==> config.mk <==
export PLATFORM = sky130hd
export DESIGN_NAME = instr_trace_queue
export DESIGN_NICKNAME = d
export VERILOG_FILES = /design/src/rtl/instr_trace_queue.sv
export SDC_FILE = /design/constraint.sdc
export NUM_CORES = 1
export LEC_CHECK = 0
export ABC_AREA = 1
export BUFFER_PORTS_ARGS = -buffer_cell sky130_fd_sc_hd__buf_4
export CORE_UTILIZATION = 35
export CTS_BUF_LIST = sky130_fd_sc_hd__clkbuf_4
export DETAILED_ROUTE_END_ITERATION = 16
export GPL_TIMING_DRIVEN = 0
export MAX_ROUTING_LAYER = met4
export RECOVER_POWER = 50
export SKIP_CTS_REPAIR_TIMING = 1
export SYNTH_ARGS = -nofsm -noshare
export SYNTH_HDL_FRONTEND = slang
export SYNTH_SLANG_ARGS = --single-unit
==> constraint.sdc <==
create_clock -name clk -period 2.63 [get_ports clk]
set_input_delay 0.263 -clock clk [delete_from_list [all_inputs] [get_ports clk]]
set_output_delay 0.263 -clock clk [all_outputs]
set_load 0.01 [all_outputs]
==> src/rtl/instr_trace_queue.sv <==
// Instruction trace queue: records fetched PCs in order and checks each retiring PC
// against the oldest in-flight entry, with sticky overflow/underflow/mismatch flags.
module instr_trace_queue #(
  parameter int ADDR_WIDTH = 16,
  parameter int DEPTH      = 8,
  parameter int CNT_WIDTH  = 32
) (
  input  logic                         clk,
  input  logic                         rst_n,
  input  logic                         fetch_valid,
  input  logic [ADDR_WIDTH-1:0]        fetch_pc,
  input  logic                         retire_valid,
  input  logic [ADDR_WIDTH-1:0]        retire_pc,
  input  logic                         flush,
  output logic                         head_valid,
  output logic [ADDR_WIDTH-1:0]        head_pc,
  output logic [$clog2(DEPTH+1)-1:0]   count,
  output logic                         full,
  output logic                         empty,
  output logic                         overflow_err,
  output logic                         underflow_err,
  output logic                         mismatch_err,
  output logic [ADDR_WIDTH-1:0]        mismatch_pc,
  output logic [CNT_WIDTH-1:0]         retired_cnt
);

  localparam int PW = $clog2(DEPTH);
  localparam int CW = $clog2(DEPTH+1);
  localparam logic [CW-1:0] FULL_CNT = CW'(DEPTH);

  logic [ADDR_WIDTH-1:0] mem_q [DEPTH];
  logic [PW-1:0]         rdPtr_q, rdPtr_d;
  logic [PW-1:0]         wrPtr_q, wrPtr_d;
  logic [PW-1:0]         pushIdx;
  logic [CW-1:0]         count_q, count_d;
  logic [CNT_WIDTH-1:0]  retiredCnt_q, retiredCnt_d;
  logic [ADDR_WIDTH-1:0] mismatchPc_q, mismatchPc_d;
  logic                  overflow_q, overflow_d;
  logic                  underflow_q, underflow_d;
  logic                  mismatch_q, mismatch_d;
  logic                  isEmpty, isFull;
  logic                  retireAcc, pushAcc, pcMiss;

  // Events resolve as pop, then flush, then push; a flush therefore frees room for a fetch.
  always_comb begin
    isEmpty      = (count_q == '0);
    isFull       = (count_q == FULL_CNT);
    retireAcc    = retire_valid && !isEmpty;
    pushAcc      = fetch_valid && (!isFull || retireAcc || flush);
    pcMiss       = retireAcc && (retire_pc != mem_q[rdPtr_q]);

    rdPtr_d      = rdPtr_q;
    wrPtr_d      = wrPtr_q;
    count_d      = count_q;
    retiredCnt_d = retiredCnt_q;
    mismatchPc_d = mismatchPc_q;
    overflow_d   = overflow_q  | (fetch_valid && !pushAcc);
    underflow_d  = underflow_q | (retire_valid && isEmpty);
    mismatch_d   = mismatch_q  | pcMiss;

    if (retireAcc) begin
      rdPtr_d      = rdPtr_q + PW'(1);
      count_d      = count_q - CW'(1);
      retiredCnt_d = retiredCnt_q + CNT_WIDTH'(1);
    end
    if (pcMiss && !mismatch_q) begin
      mismatchPc_d = mem_q[rdPtr_q];
    end
    if (flush) begin
      rdPtr_d = '0;
      wrPtr_d = '0;
      count_d = '0;
    end
    pushIdx = wrPtr_d;
    if (pushAcc) begin
      wrPtr_d = wrPtr_d + PW'(1);
      count_d = count_d + CW'(1);
    end
  end

  always_ff @(posedge clk or negedge rst_n) begin
    if (!rst_n) begin
      rdPtr_q      <= '0;
      wrPtr_q      <= '0;
      count_q      <= '0;
      retiredCnt_q <= '0;
      mismatchPc_q <= '0;
      overflow_q   <= 1'b0;
      underflow_q  <= 1'b0;
      mismatch_q   <= 1'b0;
    end else begin
      rdPtr_q      <= rdPtr_d;
      wrPtr_q      <= wrPtr_d;
      count_q      <= count_d;
      retiredCnt_q <= retiredCnt_d;
      mismatchPc_q <= mismatchPc_d;
      overflow_q   <= overflow_d;
      underflow_q  <= underflow_d;
      mismatch_q   <= mismatch_d;
    end
  end

  // Entry storage carries no reset; occupancy alone decides which entries are meaningful.
  always_ff @(posedge clk) begin
    if (pushAcc) begin
      mem_q[pushIdx] <= fetch_pc;
    end
  end

  assign head_valid    = !isEmpty;
  assign head_pc       = mem_q[rdPtr_q];
  assign count         = count_q;
  assign full          = isFull;
  assign empty         = isEmpty;
  assign overflow_err  = overflow_q;
  assign underflow_err = underflow_q;
  assign mismatch_err  = mismatch_q;
  assign mismatch_pc   = mismatchPc_q;
  assign retired_cnt   = retiredCnt_q;

endmodule
==> results_dict.tcl, run 1 <==
set metrics [dict create \
    status "finished with violations" \
    violations "max-capacitance violations" \
    cellLeakagePower_nw 4.86 \
    dp_slack_ns -0.329 \
    drt_iter0_markers 477 \
    drt-pass1-iter-count 5 \
    grt_pass1_vias 5830 \
    clock_sink_count 189 \
    cp.required_ns 2.37 \
    post-route-min-period_ns 2.45 \
    endpoint_kind "output pin" \
    yosysSeqAreaShare_pct 62.7 \
    place_hpwl_um 15500 \
    synth-simple-area-share_pct 24.5 \
    worstSetupPathType "register to output pin" \
    wl_um 21700 \
    netlist_area_mm2 0.00856 \
    cp.arrival_ns 2.19 \
    grt_use_total_pct 18.2 \
    coreArea_mm2 0.0238 \
    fin_skew_ns 0.0237 \
    async_reset_ff_share_pct 32.3 \
    tns_ns 0 \
    initial_core_util_pct 36.0 \
    io_buffers 109 \
    maxSlewHeadroom_pct 0.410 \
    place_congestion 0.820 \
    ys_ff_latch 189 \
    avgSynthCellArea_um2 9.74 \
    cts.clk_slew.worst_paths_ns 0.14 \
    numCtsBuffers 17 \
    cts_max_level 4 \
    period_share_pct 93.2 \
    fillCellCount 2286 \
    cts.path.max_buffers 2 \
    ios 111 \
    synth_nets 922 \
    final_nets 1089 \
    grt_pass1_wl_um 32300 \
    synthDistinctLibCells 32 \
    critPathLaunchType "register" \
    cts_tree "yes" \
    total_power_mw 6.54 \
    setup_slack_ns 0.179 \
    crit_path_max_fanout 10 \
    avgRoutedWirePerCell_um 15.8 \
    via_per_inst 4.64 \
    row_count 56 \
    root_buffer "clkbuf_4" \
    power.density_mw_per_mm2 621 \
    synth_xor_xnor_area_share_pct 3.58 \
    die_h_um 158 \
    overflow 0 \
    maxCapViolCount 1 \
    syn2layout_area_growth_pct 23.0 \
    setup_viol 0 \
    synth_top_family_by_area "simple AND/OR/NAND/NOR gates" \
    ant_nets 0 \
    synthCells 879 \
    die_w_um 158 \
    synth_edf_count 128 \
    synthMuxAreaShare_pct 0 \
    grt_max_degree 62 \
    min_path_type "primary input to register" \
    insertion_delay_ns 0.57 \
    hold_viol 0 \
    synth_compound_area_share_pct 0.980 \
    synthAdderAreaFrac_pct 0.877 \
    tightest_slew_ns 1.49 \
    rsz0062_at_grt "yes" \
    synthFlopType "edfxtp_1" \
    slew_violations 0 \
    ys_warn_count 0 \
    dieArea_mm2 0.0251 \
    drive_gt1_share_pct 18.5 \
    diodes 0 \
    drc 0 \
    max-vdd-ir-drop_v 0.000312 \
    vias 6384 \
    fmax_mhz 408 \
    antenna_found_initial 0 \
]
[cells in the mapped netlist, types with 3 or more instances]
library cell	count	area share [%]
o21ai_1	3	0.18
nand2_1	288	13
o21ai_0	6	0.35
nor2_1	69	3.0
nand4_1	22	1.6
nand3b_1	15	1.3
nor3_1	7	0.41
xor2_1	22	2.3
buf_6	6	0.79
nor2_2	3	0.22
edfxtp_1	128	45
ha_1	6	0.88
buf_2	14	0.82
a21oi_1	3	0.18
inv_2	3	0.13
clkbuf_1	7	0.31
xnor2_1	13	1.3
inv_1	109	4.8
dfrtp_1	61	18
buf_4	4	0.35
nand3_1	77	4.5
[path summary, 6_finish.rpt]
kind,startpoint,to,slack (ns),depth (start not counted)
hold / removal,flush,rdPtr_q[1],0.13,2
setup reg to reg,count[0],mem_q[7][3],0.22,12
max in group asynchronous,rst_n,rdPtr_q[0],1.05,2
min in group asynchronous,rst_n,retired_cnt[5],0.56,2
setup / recovery,rdPtr_q[0],head_pc[9],0.18,9
hold reg to reg,underflow_err,underflow_err,0.48,1
[logic make-up (layout without fill, tap and decap cells)]
kind of cell / Yosys count / in the layout
compound gates: 15 / 15
xor+xnor: 35 / 35
fa+ha+maj: 6 / 6
buf+inv: 145 / 323
flops: 189 / 189
simple gates: 489 / 490
[final cells by class]
class,count,area (um2),area share [%]
inverter,114,434,4.12
multi-input combinational,546,2660,25.3
timing repair buffer,147,1220,11.6
clock buffer,18,135,1.28
sequential,189,5370,51.0
tap,319,399,3.79
clock inverter,13,92.6,0.879
buffer,31,211,2.01
[flip-flops by register name (all words and copies together) (netlist names)]
| register | flops |
|---|---|
| overflow_err | 1 |
| rdPtr_q | 3 |
| underflow_err | 1 |
| mismatch_err | 1 |
| wrPtr_q | 3 |
| count | 4 |
| mismatch_pc | 16 |
| retired_cnt | 32 |
| mem_q | 128 |
[placed cells by master (no fill, tap or decap), types with 4 or more instances in the layout]
cell,n
buf_2,9
buf_4,106
buf_6,6
buf_8,5
clkbuf_1,21
clkbuf_4,22
clkinv_4,4
dfrtp_1,60
dlygate4sd3_1,19
edfxtp_1,128
ha_1,6
inv_1,108
nand2_1,286
nand3_1,77
nand3b_1,15
nand4_1,22
nor2_1,60
nor2_2,4
nor2_4,8
nor3_1,6
o21ai_0,6
xnor2_1,13
xor2_1,22
[metal layers]
layer  vias up  global-route usage, %  share of wire (%)
met3        19                   3.40                6.1
met2       189                   28.4                 47
met4         0                   5.17               0.89
li1       3166                      -                  -
met1      3010                   24.2                 46
met5         -                      -                  0
[metrics by stage]
step / instances / area, um2 / util, % / hold slack [ns]
final: 1377 / 10500 / 44.3 / 0.134
after global routing: 1377 / 10500 / 44.3 / 0.123
after CTS: 1346 / 10200 / 42.9 / -0.279
after detailed placement: 1315 / 9960 / 41.9 / 0.397
after global placement: 1307 / 9780 / 41.2 / 0.396
after floorplan: 879 / 8560 / - / -0.0326
[where the power goes]
part / internal, mW / switching, mW
registers: 3.31 / 0.0976
logic: 0.664 / 1.11
clock network: 0.382 / 0.974
total: 4.36 / 2.19
[critical path, stage by stage, from the launching register on]
cell and delay, ns:
dfrtp_2 0.47, inv_2 0.07, buf_6 0.14, clkbuf_4 0.25, nand2_1 0.08, nand3_1 0.07, nand3_1 0.12, nand2_1 0.18
inv_1 0.09, buf_4 0.16
(Power assumes the default switching activity.)
==> run 2: changes to the inputs <==
CTS_CLUSTER_DIAMETER = 30   (was unset)
GPL_ROUTABILITY_DRIVEN = 0   (was unset)
clock period = 2.3 ns   (was 2.63 ns; I/O delays follow)
==> results_dict.tcl, run 2 (synthesis gave the netlist of run 1 again) <==
set metrics [dict create \
    status "finished with violations" \
    grt_max_degree 62 \
    maxSlewHeadroom_pct -0.0813 \
    cts_tree "yes" \
    slew_violations 61 \
    power.density_mw_per_mm2 741 \
    avgRoutedWirePerCell_um 16.7 \
    final_util_pct 49.4 \
    grt_pass1_wl_um 32400 \
    dieArea_mm2 0.0251 \
    drt-pass1-iter-count 5 \
    final_common_cell "nand2_1" \
    via_per_inst 4.74 \
    initial_core_util_pct 36.0 \
    worstSetupPathType "register to output pin" \
    drive_gt1_share_pct 32.8 \
    r2r_slack_ns -0.04 \
    rsz0062_at_grt "yes" \
    max-vdd-ir-drop_v 0.000318 \
    root_buffer "clkbuf_4" \
    cts.clk_slew.worst_paths_ns 0.16 \
    vias 6649 \
    layout_common_cells "219 x nand2_1, 128 x edfxtp_1, 91 x inv_1" \
    min_path_type "primary input to register" \
    clock_sink_count 189 \
    violations "max-capacitance violations, max-slew violations, negative setup slack" \
    tns_ns -0.452 \
    post-route-min-period_ns 2.35 \
    fin_area_mm2 0.0117 \
    r2r_end "mismatch_pc[9]" \
    ant_nets 0 \
    ios 111 \
    critPathLaunchType "register" \
    wl_um 23500 \
    cts.path.max_buffers 2 \
    die_w_um 158 \
    fmax_mhz 426 \
    crit_path_max_fanout 8 \
    regMostFlops "mem_q" \
    cp.arrival_ns 2.12 \
    overflow 0 \
    grt_use_total_pct 18.4 \
    tightest_slew_ns 1.50 \
    cellLeakagePower_nw 5.22 \
    io_buffers 109 \
    cp.required_ns 2.07 \
    endpoint_kind "output pin" \
    cts_max_level 4 \
    placed_area_mm2 0.00982 \
    numCtsBuffers 17 \
    coreArea_mm2 0.0238 \
    largest_register_ffs 128 \
    hold_viol 0 \
    min_from "flush" \
    critPathCapture "head_pc[14]" \
    setup_slack_ns -0.0500 \
    die_h_um 158 \
    timing.rr.start "rdPtr_q[0]" \
    setup_viol 17 \
    place_hpwl_um 14800 \
    instances_no_fill 1403 \
    holdWs_ns 0.0864 \
    ff2ff_path_depth 18 \
    syn2layout_area_growth_pct 37.0 \
    row_count 56 \
    maxCapViolCount 1 \
    drt_iter0_markers 438 \
    drc 0 \
    cp-startpoint "rdPtr_q[0]" \
    period_share_pct 102 \
    grt_pass1_vias 5800 \
    dp_cells 1308 \
    fillCellCount 2177 \
    final_nets 1113 \
    antenna_found_initial 2 \
    insertion_delay_ns 0.60 \
    fin_skew_ns 0.0286 \
]
[run 2: cell count changes in the layout (fill, tap and decap cells not counted), sizes merged]
| cell | previous run | this run |
|---|---|---|
| nand2 | 291 | 290 |
| diode | 0 | 2 |
| clkbuf | 45 | 65 |
| clkinvlp | 4 | 7 |
| buf | 132 | 137 |
| bufinv | 0 | 3 |
| clkinv | 8 | 2 |
[run 2: worst max-delay path: stages, from the launching register on]
cell and delay (ns):
dfrtp_2 0.52, inv_4 0.13, buf_12 0.17, buf_12 0.14
buf_6 0.10, nand2_4 0.04, nand3_4 0.06, nand3_4 0.09
nand2_4 0.11, inv_4 0.04, buf_6 0.12
[run 2: cell type report]
class | instances | area, um2 | area share [%]
flip-flops and latches | 189 | 5370 | 45.8
repair buffers | 172 | 1500 | 12.8
well taps | 319 | 399 | 3.40
multi-input cells | 545 | 3330 | 28.4
clock inverters | 13 | 165 | 1.41
plain buffers | 31 | 358 | 3.05
inverters | 114 | 457 | 3.89
diodes | 2 | 5.00 | 0.0427
clock buffers | 18 | 135 | 1.15
[run 2: routing by layer]
layer	track usage, %	share of wire [%]	vias to the layer above
met5	-	0	-
met4	4.40	2.5	0
met3	4.30	6.8	53
met2	28.8	48	237
met1	24.1	43	3134
li1	-	-	3225
[run 2: worst min-delay path by stage]
stage / cells past startpoint / slack (ns) / to
finish: 2 / 0.09 / rdPtr_q[1]
global placement: 1 / 0.36 / retired_cnt[7]
CTS: 1 / -0.32 / retired_cnt[7]
detailed placement: 1 / 0.36 / retired_cnt[7]
global route: 2 / 0.04 / rdPtr_q[1]
floorplan: 0 / -0.07 / count[0]
[run 2: through the flow]
step / worst slack (ns) / power [mW]
2_1_floorplan: -0.161 / 5.07
3_3_place_gp: -0.837 / 5.91
3_5_place_dp: -0.894 / 5.94
4_1_cts: -0.936 / 7.83
5_1_grt: -0.158 / 9.09
6_report: -0.0500 / 8.69
[run 2: where the power goes]
group	total, mW	internal, mW	switching (mW)	leakage, nW
Sequential	3.90	3.79	0.112	1.96
Clock	1.94	0.765	1.17	0.143
Combinational	2.85	1.24	1.61	3.11
==> run 3: changes to the inputs <==
CTS_BUF_LIST = sky130_fd_sc_hd__clkbuf_4 sky130_fd_sc_hd__clkbuf_8   (was sky130_fd_sc_hd__clkbuf_4)
==> results_dict.tcl, run 3 (synthesis gave the netlist of run 1 again) <==
set metrics [dict create \
    endpoint_kind "register" \
    crit_path_max_fanout 10 \
    worstSetupPathType "register to register" \
    critPathLaunchType "register" \
    clock_sink_count 189 \
    dieArea_mm2 0.0251 \
    antenna_found_initial 0 \
    p_clk_share_pct 27.4 \
    row_count 56 \
    period_share_pct 95.8 \
    fmax_mhz 454 \
    cts.clk_slew.worst_paths_ns 0.10 \
    setup_slack_ns 0.0977 \
    wl_um 22200 \
    avgRoutedWirePerCell_um 16.2 \
    io_buffers 109 \
    ant_nets 0 \
    syn2layout_area_growth_pct 26.3 \
    root_buffer "clkbuf_8" \
    slew_violations 62 \
    sequentialPowerShare_pct 46.8 \
    tightest_slew_ns 1.52 \
    total_power_mw 8.32 \
    overflow 0 \
    power.density_mw_per_mm2 770 \
    status "finished with violations" \
    placed_area_mm2 0.00982 \
    post-route-min-period_ns 2.20 \
    maxCapViolCount 1 \
    grt_pass1_vias 5826 \
    instances_no_fill 1377 \
    die_h_um 158 \
    cp.arrival_ns 2.60 \
    fin_area_mm2 0.0108 \
    swShare_pct 31.5 \
    min_path_type "primary input to register" \
    p_int_mw 5.70 \
    numCtsBuffers 17 \
    violations "max-capacitance violations, max-slew violations" \
    die_w_um 158 \
    drt_iter0_markers 544 \
    maxSlewHeadroom_pct -1.46 \
    insertion_delay_ns 0.46 \
    p_comb_share_pct 25.8 \
    regMostFlops "mem_q" \
    drive_gt1_share_pct 18.8 \
    ios 111 \
    place_hpwl_um 14800 \
    hold_viol 0 \
    cts_tree "yes" \
    max-vdd-ir-drop_v 0.000351 \
    via_per_inst 4.65 \
    vias 6397 \
    p_switching_mw 2.62 \
    dp_slack_ns -0.894 \
    final_common_cell "nand2_1" \
    grt_use_total_pct 18.4 \
    dp_cells 1308 \
    final_nets 1089 \
    grt_pass1_wl_um 32400 \
    cp.required_ns 2.70 \
    setup_viol 0 \
    tns_ns 0 \
    rsz0062_at_grt "yes" \
    drc 0 \
    grt_max_degree 62 \
    diodes 0 \
    coreArea_mm2 0.0238 \
    cts.path.max_buffers 2 \
    fin_skew_ns 0.0181 \
    cts_max_level 4 \
    drt-pass1-iter-count 7 \
    cellLeakagePower_nw 4.88 \
    largest_register_ffs 128 \
    layout_common_cells "280 x nand2_1, 128 x edfxtp_1, 104 x inv_1" \
    initial_core_util_pct 36.0 \
]
[run 3: per-stage QoR]
stage	hold WS (ns)	util, %
after floorplan	-0.0656	-
after global placement	0.364	41.3
after detailed placement	0.358	41.4
after CTS	-0.171	43.1
after global routing	0.0162	45.5
final	0.0372	45.5
[run 3: power by group through the flow]
stage / clock network (mW) / registers, mW / logic, mW
5_1_grt: 2.46 / 3.92 / 2.37
3_3_place_gp: 0 / 3.97 / 1.95
2_1_floorplan: 0 / 3.99 / 1.09
3_5_place_dp: 0 / 3.97 / 1.96
6_report: 2.28 / 3.90 / 2.14
4_1_cts: 2.33 / 3.90 / 1.97
[run 3: worst paths after layout]
| path | start | to | slack, ns | cells after the start |
|---|---|---|---|---|
| worst min-delay path | fetch_valid | overflow_err | 0.04 | 2 |
| worst max register to register | rdPtr_q[0] | mismatch_pc[9] | 0.1 | 16 |
| worst min register to register | overflow_err | overflow_err | 0.48 | 1 |
| min in group asynchronous | rst_n | retired_cnt[7] | 0.64 | 2 |
| worst max-delay path | rdPtr_q[0] | mismatch_pc[9] | 0.1 | 16 |
| max in group asynchronous | rst_n | rdPtr_q[0] | 0.61 | 2 |
[run 3: layout make-up]
type | instances | area (um2)
clock inverters | 13 | 165
plain buffers | 31 | 308
multi-input cells | 545 | 2790
well taps | 319 | 399
fillers | 2272 | 12900
clock buffers | 18 | 241
repair buffers | 148 | 1090
inverters | 114 | 439
flip-flops and latches | 189 | 5370
[run 3: critical path, cell delays in order (launching register included)]
cell	delay, ns
dfrtp_2	0.47
buf_8	0.17
buf_6	0.15
nand2_1	0.07
nand3_1	0.08
nand3_1	0.14
nand2_1	0.08
nand2_1	0.06
nand2_1	0.09
nor2_1	0.11
nand2_1	0.08
nor2_2	0.17
nand2_4	0.11
nand3_4	0.11
buf_6	0.13
nand2_1	0.05
nand2_1	0.05
[run 3: routing by layer]
metal  vias up  routed length [um]  global-route usage [%]
met2       223               10300                    29.0
met1      2974                9810                    23.9
li1       3165                   -                       -
met3        35                1680                    3.92
met4         0                 407                    5.22
met5         -                   0                       -
